### src/rtl/dmem_arb_pkg.sv
// Shared types for the two-requester dmem lock arbiter.
// Holds the FSM state enum and the latched request bundle.
package dmem_arb_pkg;

  localparam int NUM_REQ_MAX = 2;

  typedef enum logic {
    IDLE,
    BUSY
  } arb_state_t;

  typedef struct packed {
    logic        we;
    logic        lock;
    logic [31:0] addr;
    logic [31:0] wdata;
    logic [3:0]  wmask;
  } mem_req_t;

endpackage

### src/rtl/dmem_lock_arbiter_rr.sv
// Two-way round-robin pick: eligible[1:0], ptr in; grant_valid, grant_idx out.
// When both are eligible the requester at ptr wins.
module rr_arbiter2 (
  input  logic [1:0] eligible,
  input  logic       ptr,
  output logic       grant_valid,
  output logic       grant_idx
);

  assign grant_valid = |eligible;
  assign grant_idx   = (&eligible) ? ptr : eligible[1];

endmodule

### src/rtl/dmem_lock_arbiter.sv
// Shares one dmem port between two requesters with word-address locks.
// Ports: req_* per requester, resp/rdata back, mem_* to dmem, lock_* status.
module dmem_lock_arbiter
  import dmem_arb_pkg::*;
#(
  parameter int NUM_REQ      = 2,
  parameter int LOCK_TIMEOUT = 64
) (
  input  logic                  clk,
  input  logic                  rst,
  input  logic [NUM_REQ-1:0]    req_valid,
  input  logic [NUM_REQ-1:0]    req_we,
  input  logic [NUM_REQ-1:0]    req_lock,
  input  logic [NUM_REQ*32-1:0] req_addr,
  input  logic [NUM_REQ*32-1:0] req_wdata,
  input  logic [NUM_REQ*4-1:0]  req_wmask,
  output logic [NUM_REQ-1:0]    resp,
  output logic [31:0]           rdata,
  output logic                  mem_read,
  output logic                  mem_write,
  output logic [31:0]           mem_addr,
  output logic [31:0]           mem_wdata,
  output logic [3:0]            mem_wmask,
  input  logic                  mem_resp,
  input  logic [31:0]           mem_rdata,
  output logic                  lock_valid,
  output logic                  lock_owner,
  output logic [29:0]           lock_addr
);

  localparam int CW = $clog2(LOCK_TIMEOUT) + 1;
  localparam logic [CW-1:0] TMAX = CW'(LOCK_TIMEOUT - 1);

  arb_state_t    state;
  mem_req_t      q;
  mem_req_t      sel;
  logic          owner_q;
  logic          ptr;
  logic [CW-1:0] cnt;
  logic [1:0]    elig;
  logic          hit0;
  logic          hit1;
  logic          gvalid;
  logic          gidx;
  logic          busy;
  logic          done;

  // A requester is blocked only by a lock the other side holds on its word.
  assign hit0 = lock_valid & lock_owner
              & (req_addr[31:2] == lock_addr);
  assign hit1 = lock_valid & ~lock_owner
              & (req_addr[63:34] == lock_addr);
  assign elig = {req_valid[1] & ~hit1,
                 req_valid[0] & ~hit0};

  rr_arbiter2 u_rr (
    .eligible    (elig),
    .ptr         (ptr),
    .grant_valid (gvalid),
    .grant_idx   (gidx)
  );

  always_comb begin
    sel       = '0;
    sel.we    = req_we[gidx];
    sel.lock  = req_lock[gidx];
    sel.addr  = req_addr[32*gidx +: 32];
    sel.wdata = req_wdata[32*gidx +: 32];
    sel.wmask = req_wmask[4*gidx +: 4];
  end

  assign busy = (state == BUSY);
  assign done = busy & mem_resp;

  assign mem_read  = busy & ~q.we;
  assign mem_write = busy & q.we;
  assign mem_addr  = busy ? q.addr  : '0;
  assign mem_wdata = busy ? q.wdata : '0;
  assign mem_wmask = busy ? q.wmask : '0;
  assign resp      = done ? (owner_q ? 2'b10 : 2'b01) : 2'b00;
  assign rdata     = done ? mem_rdata : '0;

  always_ff @(posedge clk) begin
    if (rst) begin
      state      <= IDLE;
      q          <= '0;
      owner_q    <= 1'b0;
      ptr        <= 1'b0;
      lock_valid <= 1'b0;
      lock_owner <= 1'b0;
      lock_addr  <= '0;
      cnt        <= '0;
    end else begin
      unique case (state)
        IDLE: begin
          if (gvalid) begin
            q       <= sel;
            owner_q <= gidx;
            ptr     <= ~gidx;
            state   <= BUSY;
          end
        end
        BUSY: begin
          if (mem_resp) state <= IDLE;
        end
        default: state <= IDLE;
      endcase

      // Lock set wins over release and timeout; the owner's own
      // in-flight access pauses the idle count.
      if (done && q.lock) begin
        lock_valid <= 1'b1;
        lock_owner <= owner_q;
        lock_addr  <= q.addr[31:2];
        cnt        <= '0;
      end else if (done && lock_valid && (owner_q == lock_owner)) begin
        lock_valid <= 1'b0;
        cnt        <= '0;
      end else if (lock_valid && !(busy && (owner_q == lock_owner))) begin
        if (cnt == TMAX) begin
          lock_valid <= 1'b0;
          cnt        <= '0;
        end else begin
          cnt <= cnt + 1'b1;
        end
      end
    end
  end

endmodule

### config.mk
export PLATFORM = sky130hd
export DESIGN_NAME = dmem_lock_arbiter
export DESIGN_NICKNAME = d
export VERILOG_FILES = /design/src/rtl/dmem_arb_pkg.sv /design/src/rtl/dmem_lock_arbiter_rr.sv /design/src/rtl/dmem_lock_arbiter.sv
export SDC_FILE = /design/constraint.sdc
export NUM_CORES = 1
export LEC_CHECK = 0
export CORE_ASPECT_RATIO = 1.1
export CORE_MARGIN = 4
export CORE_UTILIZATION = 36
export DETAILED_ROUTE_END_ITERATION = 8
export PLACE_DENSITY = 0.84
export SYNTH_ARGS = -nofsm -noshare
export SYNTH_HDL_FRONTEND = slang
export SYNTH_HIERARCHICAL = 1
export SYNTH_SLANG_ARGS = --single-unit
### constraint.sdc
create_clock -name clk -period 2.3 [get_ports clk]
set_input_delay 0.345 -clock clk [delete_from_list [all_inputs] [get_ports clk]]
set_output_delay 0.345 -clock clk [all_outputs]
set_load 0.03 [all_outputs]
==> results.json, run 1 <==
{
  "fin_util": 0.671,
  "io_buffer_count": 312,
  "synth_seq_cells": 112,
  "gp_congestion": 0.896,
  "gr-total-overflow": 0,
  "holdCritPathClass": "input pin to flop",
  "syn_inst": 711,
  "boundaryPins": 313,
  "grt.met1_usage": 0.268,
  "min_period_ps": 2430,
  "drv_slew": 0,
  "fmax_mhz": 411,
  "cts_sinks": 112,
  "dp_hpwl_mm": 16.7,
  "grt_use_met3": 0.0486,
  "grt_pass1_vias": 6168,
  "yosysWarnings": 6,
  "die_area_sq_um": 18800,
  "clk-insertion-delay-late_ps": 350,
  "relSlewSlack": 0.729,
  "dp_cells": 1204,
  "fin_ws_ps": -134,
  "core-area_sq_um": 16300,
  "syn_nets": 889,
  "cts_tree": "done",
  "maxCapViolCount": 0,
  "skew_ps": 14.2,
  "ys_top_cells_by_area": "dfxtp_1, mux2i_1, a211oi_1, and2_1, xnor2_1",
  "h-tree-depth": 3,
  "final_nets": 1216,
  "rows": 49,
  "critical_path_required_ps": 2520,
  "synth.avg_cell_area_sq_um": 8.42,
  "fp.dieW_um": 131,
  "grt.busiest_layer": "met2",
  "crit_path_start_kind": "flop",
  "hold-worst-slack_ps": 385,
  "worstSetupPathType": "flop to flop",
  "grt_pass1_wl_mm": 33.1,
  "placed_area_sq_um": 9590,
  "start_util": 0.367,
  "drc": 0,
  "routedWlPerCell_um": 19.8,
  "cts.path.max_buffers": 2,
  "layout-drive-gt1-share": 0.260,
  "powerDensity_nw_per_um2": 495,
  "p_total_w": 0.00542,
  "grt_max_degree": 59,
  "fin_area_sq_um": 10900,
  "path_max_fanout": 8,
  "ys_types": 31,
  "routed_wl_mm": 24.8,
  "seq_area_frac_synth": 0.375,
  "ir_drop_uv": 348,
  "clkSlewWorstSetupHoldPaths_ps": 70,
  "antenna_found_initial": 4,
  "cts_buffers": 9,
  "synth_area_sq_um": 5990,
  "yosysTopAreaCellShare": 0.375,
  "synth_ff_type": "dfxtp_1",
  "period_share": 1.06,
  "synth_top_cell_by_area": "dfxtp_1",
  "cts-root-buf": "clkbuf_16",
  "status": "finished, violations left",
  "cp.arrival_ps": 2660,
  "ant_nets": 0,
  "synth_edf_count": 0,
  "tightest_slew_ps": 404,
  "synth_most_common_cell": "dfxtp_1",
  "power.leakage_nw": 4.51,
  "final_hold_viol_count": 0,
  "grt_util_met2": 0.398,
  "fin_cells": 1250,
  "track_usage": 0.227,
  "synth_commonest_cells": "dfxtp_1, nor2_1, a211oi_1, mux2i_1, and2_1",
  "violations": "setup timing",
  "async_flop_share": 0,
  "area_growth_pct": 82.9,
  "vias": 6610,
  "finalSetupViolCount": 64,
  "dieHeight_um": 143,
  "first_pass_iters": 5,
  "detail_route.vias_per_cell": 5.29,
  "drt_iter0_drc": 255,
  "rsz0062_at_grt": "yes",
  "critPathCaptureType": "flop"
}
[worst max-delay path, stage by stage (launching register included)]
cell and delay (ps):
dfxtp_1 420, xnor2_1 160, nand4_1 170, nor4_4 390, a31oi_4 140, a21boi_4 240, buf_12 160, buf_12 100
clkbuf_16 160, mux2i_1 270, a211oi_2 100
[final timing paths]
kind,from,endpoint,slack [ps],cells past startpoint
max,lock_addr[18]$_SDFFE_PP0P_,q[48]$_SDFFE_PP0P_,-130,10
min,rst,owner_q$_SDFFE_PP0P_,380,2
max reg2reg,lock_addr[18]$_SDFFE_PP0P_,q[48]$_SDFFE_PP0P_,-130,10
min reg2reg,q[39]$_SDFFE_PP0P_,lock_addr[1]$_SDFFE_PP0P_,460,2
[flip-flops by register name (all words and copies together), names as in the netlist]
signal / cells
ptr: 1
cnt: 7
owner_q: 1
q: 70
lock_addr: 30
lock_valid: 1
lock_owner: 1
busy: 1
[cell families (layout without fill, tap and decap cells)]
logic type      count (synthesis)  count (layout)  share of synthesized area
simple gates                  276             277                      0.226
xor+xnor                       66              66                     0.0978
other cells                     0               5                          0
mux                            72              72                      0.120
buf+inv                        65             394                     0.0435
fa+ha+maj                       1               1                    0.00209
compound gates                119             119                      0.135
flops                         112             112                      0.375
[cell usage in the layout (no fill, tap or decap), types with 2 or more instances in the layout]
| cell | instances |
|---|---|
| buf_12 | 32 |
| diode_2 | 5 |
| clkbuf_1 | 2 |
| dfxtp_2 | 21 |
| dlygate4sd2_1 | 25 |
| a211oi_2 | 30 |
| o21ai_1 | 2 |
| nor4_4 | 2 |
| buf_6 | 9 |
| xnor2_4 | 2 |
| nor2_2 | 11 |
| xnor2_1 | 29 |
| xor2_1 | 20 |
| nor4_2 | 6 |
| dlymetal6s2s_1 | 18 |
| dfxtp_1 | 86 |
| and2_1 | 69 |
| dfxtp_4 | 5 |
| xor2_2 | 10 |
| a21oi_1 | 37 |
| nor2_4 | 12 |
| nand4_1 | 9 |
| nor2b_4 | 2 |
| a211oi_1 | 41 |
| clkbuf_16 | 17 |
| nand3_1 | 4 |
| buf_4 | 82 |
| xnor2_2 | 5 |
| inv_1 | 6 |
| nor2_1 | 57 |
| mux2i_2 | 12 |
| clkdlybuf4s50_1 | 199 |
| mux2i_4 | 2 |
| mux2i_1 | 58 |
| nand2_1 | 67 |
| and3_1 | 33 |
[repair_timing]
action                                  in CTS  in global routing
endpoints found under the setup margin      73                 75
hold buffers                                 0                  0
buffers inserted                             8                  6
cloned                                       3                 12
pin swaps                                    3                 63
resized for setup                           59                124
[where the power goes]
part,internal [W],switching (W),total (W)
Sequential,0.00208,0.000112,0.00219
Clock,0.000726,0.000704,0.00143
Combinational,0.000926,0.000876,0.00180
Total,0.00373,0.00169,0.00542
[cell type report]
cell class	count	area (sq um)
fillers	1257	5360
multi-input cells	535	4100
repair buffers	374	4020
flip-flops and latches	112	2290
well taps	204	255
clock buffers	11	233
inverters	6	22.5
clock inverters	3	21.3
diodes	5	12.5
[per-layer routing]
metal	wire, um	vias up
li1	-	3095
met5	0	-
met4	826	0
met2	12600	299
met3	1800	56
met1	9610	3160
[through the flow]
| stage | setup TNS, ps | setup WS, ps |
|---|---|---|
| after floorplan | 0 | 2.26 |
| after global placement | -39130 | -582 |
| after detailed placement | -40460 | -608 |
| after CTS | -1100 | -65.4 |
| after global routing | -11740 | -218 |
| final | -3670 | -134 |
Power figures use the tool's default switching activity.
==> inputs of run 2 (changes only) <==
--- a/config.mk
+++ b/config.mk
@@ -7,10 +7,9 @@
 export LEC_CHECK = 0
 export CORE_ASPECT_RATIO = 1.1
 export CORE_MARGIN = 4
-export CORE_UTILIZATION = 36
+export CORE_UTILIZATION = 37
 export DETAILED_ROUTE_END_ITERATION = 8
-export PLACE_DENSITY = 0.84
+export PLACE_DENSITY_LB_ADDON = 0.25
 export SYNTH_ARGS = -nofsm -noshare
 export SYNTH_HDL_FRONTEND = slang
-export SYNTH_HIERARCHICAL = 1
 export SYNTH_SLANG_ARGS = --single-unit
==> results.json, run 2 <==
{
  "status": "finished, violations left",
  "violations": "setup timing",
  "io_buffer_count": 312,
  "detail_route.vias_per_cell": 5.83,
  "seq_area_sq_um": 2260,
  "tightest_slew_ps": 481,
  "fin_ws_ps": -123,
  "min_period_ps": 2420,
  "critPathCaptureType": "flop",
  "reg_top3": "q: 70 flops, lock_addr: 30 flops, cnt: 7 flops",
  "final_common_cell": "clkdlybuf4s50_1",
  "fin_util": 0.682,
  "cts_tree": "done",
  "yosysTopAreaCellShare": 0.352,
  "hold_depth": 2,
  "async_flop_share": 0,
  "cts-root-buf": "clkbuf_16",
  "h-tree-depth": 3,
  "powerDensity_nw_per_um2": 497,
  "drv_slew": 0,
  "first_pass_iters": 5,
  "antenna_found_initial": 1,
  "synth_edf_count": 0,
  "synth_area_sq_um": 6370,
  "dp_cells": 1324,
  "hold-worst-slack_ps": 232,
  "skew_ps": 13.8,
  "final_cell_mix": "clkdlybuf4s50_1, dfxtp_1, nand2_1",
  "ys_top_cells_by_area": "dfxtp_1, a311oi_1, and2_1, nor3_1, nand3_1",
  "relSlewSlack": 0.679,
  "crit_chain": "clkdlybuf4s50_1, xor2_1, nor4_1, nand4_1, buf_4, o21ai_4, buf_12, clkbuf_16, o21ai_1, a311oi_1",
  "drc": 0,
  "boundaryPins": 313,
  "routed_wl_mm": 30.8,
  "fill_cells": 1391,
  "gr-total-overflow": 0,
  "routedWlPerCell_um": 22.3,
  "holdCritPathClass": "input pin to flop",
  "rsz0062_at_grt": "yes",
  "hold_end": "lock_addr[23]$_SDFFE_PP0P_",
  "fin_cells": 1379,
  "critPathSlowestCell": "clkdlybuf4s50_1",
  "cp_top_family": "buffers and inverters",
  "track_usage": 0.269,
  "largest_reg_flops": 70,
  "gp_congestion": 0.862,
  "final_nets": 1317,
  "synth.avg_cell_area_sq_um": 7.81,
  "area_growth_pct": 81.5,
  "p_int_w": 0.00383,
  "path_max_fanout": 9,
  "worstHoldStart": "rst",
  "synth_commonest_cells": "dfxtp_1, nor3_1, nand3_1, nand2_1",
  "period_share": 1.05,
  "syn_nets": 994,
  "reg2reg_depth": 9,
  "switchingPower_w": 0.00192,
  "vias": 8039,
  "synth_most_common_cell": "dfxtp_1",
  "cts_sinks": 112,
  "ir_drop_uv": 373,
  "slowest_delay_ps": 490,
  "fmax_mhz": 413,
  "clkSlewWorstSetupHoldPaths_ps": 80,
  "finalSetupViolCount": 69,
  "ys_types": 38,
  "r2r-start": "lock_addr[15]$_SDFFE_PP0P_",
  "final_hold_viol_count": 0,
  "maxCapViolCount": 0,
  "combPwrFrac": 0.347,
  "cp.arrival_ps": 2680,
  "drt_iter0_drc": 603,
  "worstSetupPathType": "input pin to flop",
  "ant_nets": 0,
  "synth_seq_cells": 112,
  "share_seq_of_total_power": 0.380,
  "crit_path_start_kind": "input pin",
  "grt_pass1_wl_mm": 41.9,
  "pwr-share-clk": 0.273,
  "syn_inst": 816,
  "placed_area_sq_um": 10000,
  "path_buf_inv": 4,
  "p_sw_frac": 0.334,
  "largest_register": "q",
  "fin_area_sq_um": 11600,
  "reg2reg_to": "q[34]$_SDFFE_PP0P_",
  "grt_pass1_vias": 7333,
  "core-area_sq_um": 17000,
  "grt_max_degree": 64,
  "fp.dieW_um": 133,
  "dp_hpwl_mm": 19.1,
  "synth_top_cell_by_area": "dfxtp_1",
  "power.leakage_nw": 4.69,
  "yosysWarnings": 0,
  "reg2reg_slack_ps": -110,
  "critical_path_required_ps": 2560,
  "cts_buffers": 9,
  "clk-insertion-delay-late_ps": 360,
  "cts.path.max_buffers": 2,
  "multi_input_area_sq_um": 4290,
  "die_area_sq_um": 19400,
  "seq_area_frac_synth": 0.352,
  "start_util": 0.376,
  "layout-drive-gt1-share": 0.212,
  "synth_ff_type": "dfxtp_1",
  "rows": 50,
  "dieHeight_um": 146
}
==> run 2: per-layer routing <==
metal  up-vias  routed length [um]  GRT usage
met5         -                   0          0
met4         0                1510      0.119
met1      3843               11600      0.334
li1       3615                   -          -
met3        93                2670     0.0533
met2       488               15000      0.451
==> run 2: cell families (layout without fill, tap and decap cells) <==
kind of cell               Yosys count  count (layout)  share of synthesized area
AOI/OAI and AO/OA                  190             191                      0.195
xor gates and xnor gates            64              64                     0.0880
adders and majority gates            1               1                    0.00196
buffers and inverters               88             414                     0.0628
muxes                                1               1                    0.00157
and+or+nand+nor                    360             361                      0.298
other                                0               1                          0
DFF                                112             112                      0.352
==> run 2: layout make-up <==
cell class,instances,share of cell area
Clock inverter,6,0.00379
Multi-Input combinational cell,618,0.371
Inverter,2,0.000649
Tap cell,234,0.0253
Timing Repair Buffer,396,0.383
Sequential cell,112,0.195
Clock buffer,10,0.0207
Antenna cell,1,0.000216
==> run 2: what timing repair did <==
item | 4_1_cts | 5_1_grt
buffers inserted | 5 | 8
pin swaps | 7 | 53
endpoints found under the setup margin | 71 | 94
gates resized for setup | 48 | 117
endpoints found under the hold margin | 0 | 0
gates cloned | 2 | 23
hold buffers | 0 | 0
==> run 2: worst reg2reg max path: stages (launching register included) <==
cell       delay (ps)
dfxtp_4           360
xor2_2            150
or4_4             570
nor4_4            140
buf_4             170
buf_12            100
a211oi_4           80
nand2b_4          260
clkbuf_16         220
a311oi_2          260
==> run 2: power groups by stage <==
stage,registers [W],clock network (W),logic (W)
6_report,0.00219,0.00157,0.00200
5_1_grt,0.00220,0.00165,0.00210
4_1_cts,0.00218,0.00158,0.00170
3_5_place_dp,0.00222,0,0.00162
3_3_place_gp,0.00222,0,0.00161
2_1_floorplan,0.00220,0,0.000812
==> run 2: through the flow <==
step / power (W) / setup TNS (ps) / worst slack (ps)
finish: 0.00575 / -3590 / -123
global route: 0.00595 / -11650 / -263
CTS: 0.00545 / -8610 / -172
detailed placement: 0.00384 / -40340 / -630
global placement: 0.00383 / -39670 / -579
floorplan: 0.00301 / 0 / 71.4
==> run 2: worst max path at each step <==
stage | start | end | cells after the start
6_report | req_addr[35] | q[56]$_SDFFE_PP0P_ | 10
5_1_grt | lock_addr[27]$_SDFFE_PP0P_ | q[56]$_SDFFE_PP0P_ | 11
4_1_cts | lock_addr[15]$_SDFFE_PP0P_ | q[25]$_SDFFE_PP0P_ | 9
3_5_place_dp | req_addr[29] | q[25]$_SDFFE_PP0P_ | 10
3_3_place_gp | req_addr[29] | q[47]$_SDFFE_PP0P_ | 10
2_1_floorplan | lock_addr[22]$_SDFFE_PP0P_ | q[41]$_SDFFE_PP0P_ | 8
==> inputs of run 3 (changes only) <==
--- a/config.mk
+++ b/config.mk
@@ -8,6 +8,7 @@
 export CORE_ASPECT_RATIO = 1.1
 export CORE_MARGIN = 4
 export CORE_UTILIZATION = 37
+export CTS_BUF_LIST = sky130_fd_sc_hd__clkbuf_16
 export DETAILED_ROUTE_END_ITERATION = 8
 export PLACE_DENSITY_LB_ADDON = 0.25
 export SYNTH_ARGS = -nofsm -noshare
==> results.json, run 3 (same netlist as run 2, synthesis figures left out) <==
{
  "status": "finished, violations left",
  "violations": "setup timing",
  "routed_wl_mm": 31.0,
  "switchingPower_w": 0.00195,
  "antenna_found_initial": 1,
  "drv_slew": 0,
  "drt_iter0_drc": 559,
  "final_hold_viol_count": 0,
  "cp.arrival_ps": 2680,
  "critical_path_required_ps": 2560,
  "dp_hpwl_mm": 19.1,
  "final_common_cell": "clkdlybuf4s50_1",
  "powerDensity_nw_per_um2": 492,
  "slowest_delay_ps": 470,
  "cts-root-buf": "clkbuf_16",
  "holdCritPathClass": "input pin to flop",
  "period_share": 1.05,
  "path_buf_inv": 4,
  "fp.dieW_um": 133,
  "detail_route.vias_per_cell": 5.81,
  "grt_pass1_vias": 7336,
  "fmax_mhz": 413,
  "gr-total-overflow": 0,
  "critPathSlowestCell": "clkdlybuf4s50_1",
  "dieHeight_um": 146,
  "layout-drive-gt1-share": 0.237,
  "p_int_w": 0.00382,
  "largest_reg_flops": 70,
  "clkSlewWorstSetupHoldPaths_ps": 80,
  "routedWlPerCell_um": 22.5,
  "area_growth_pct": 84.1,
  "boundaryPins": 313,
  "maxCapViolCount": 0,
  "cts_tree": "done",
  "pwr-share-clk": 0.267,
  "critPathCaptureType": "flop",
  "clk-insertion-delay-late_ps": 360,
  "start_util": 0.376,
  "io_buffer_count": 312,
  "final_cell_mix": "clkdlybuf4s50_1, dfxtp_1, nand2_1",
  "power.leakage_nw": 4.75,
  "ir_drop_uv": 373,
  "crit_chain": "clkdlybuf4s50_1, xor2_1, or4_4, nor4_4, buf_4, buf_12, a211oi_4, nand2b_4, clkbuf_16, a311oi_1",
  "rsz0062_at_grt": "yes",
  "share_seq_of_total_power": 0.380,
  "p_total_w": 0.00577,
  "reg2reg_slack_ps": -100,
  "final_nets": 1316,
  "cts_sinks": 112,
  "first_pass_iters": 5,
  "track_usage": 0.269,
  "relSlewSlack": 0.672,
  "rows": 50,
  "skew_ps": 8.06,
  "drc": 0,
  "min_period_ps": 2420,
  "finalSetupViolCount": 70,
  "die_area_sq_um": 19400,
  "reg_top3": "q: 70 flops, lock_addr: 30 flops, cnt: 7 flops",
  "vias": 8005,
  "core-area_sq_um": 17000,
  "worstSetupPathType": "input pin to flop",
  "finalSetupTns_ps": -3930,
  "grt_pass1_wl_mm": 41.9,
  "crit_path_start_kind": "input pin",
  "ctsHoldBuffers": 0,
  "cp_top_family": "buffers and inverters",
  "combPwrFrac": 0.354,
  "fin_util": 0.692,
  "place_ws_ps": -630,
  "fin_ws_ps": -123,
  "grt_max_degree": 64,
  "p_sw_frac": 0.338,
  "h-tree-depth": 3,
  "tightest_slew_ps": 492,
  "cts.path.max_buffers": 2,
  "largest_register": "q",
  "cts_buffers": 9,
  "path_max_fanout": 9,
  "ant_nets": 0,
  "gp_congestion": 0.862
}
==> run 3: cell count changes in the layout (fill, tap and decap cells not counted), moves of 3 or more <==
cell	change
nand3_1	-16
nand3_2	+16
o21ai_2	+13
o21ai_1	-10
nor3_1	-5
buf_4	-3
clkbuf_16	+3
nor3_2	+3
==> run 3: cell type report <==
| type | count | area [sq um] |
|---|---|---|
| Fill cell | 1375 | 5220 |
| Timing Repair Buffer | 395 | 4470 |
| Multi-Input combinational cell | 618 | 4430 |
| Sequential cell | 112 | 2260 |
| Tap cell | 234 | 293 |
| Clock buffer | 9 | 225 |
| Clock inverter | 7 | 47.5 |
| Inverter | 2 | 7.51 |
| Antenna cell | 1 | 2.50 |
==> run 3: worst reg2reg max path, stage by stage (launching register included) <==
cell and delay, ps:
dfxtp_4 360, xor2_2 150, or4_4 570, nor4_4 140, buf_4 170, buf_12 100
a211oi_4 70, nand2b_4 260, clkbuf_16 220, a311oi_1 260
==> run 3: worst paths after layout <==
| path | start | depth (start not counted) | to |
|---|---|---|---|
| hold / removal | rst | 2 | lock_addr[23]$_SDFFE_PP0P_ |
| setup / recovery | req_addr[24] | 10 | q[56]$_SDFFE_PP0P_ |
| setup reg to reg | lock_addr[15]$_SDFFE_PP0P_ | 9 | q[56]$_SDFFE_PP0P_ |
| hold reg to reg | q[60]$_SDFFE_PP0P_ | 2 | lock_addr[22]$_SDFFE_PP0P_ |
==> run 3: what timing repair did <==
action	4_1_cts	5_1_grt
pin swaps	7	69
gates cloned	2	26
setup endpoints to repair	71	94
gates resized for setup	48	154
setup buffers	5	4
endpoints found under the hold margin	0	0
==> run 3: power by group through the flow <==
stage / combinational [W] / clock, W / sequential (W)
finish: 0.00204 / 0.00154 / 0.00219
floorplan: 0.000812 / 0 / 0.00220
global route: 0.00214 / 0.00162 / 0.00220
detailed placement: 0.00162 / 0 / 0.00222
global placement: 0.00161 / 0 / 0.00222
CTS: 0.00170 / 0.00154 / 0.00218
==> run 3: metrics by stage <==
step                hold WS (ps)  cells  cell area, sq um
floorplan                    433    816              6380
global placement             444   1324             10000
detailed placement           453   1324             10000
CTS                          219   1347             10600
global route                 227   1378             11700
finish                       227   1378             11700
==> run 3: per-layer routing <==
layer  global-route usage  part of all wire  up-vias
met1                0.333              0.38     3838
met3               0.0533             0.083       93
met2                0.451              0.49      451
met5                    0                 0        -
li1                     -                 -     3623
met4                0.119             0.049        0
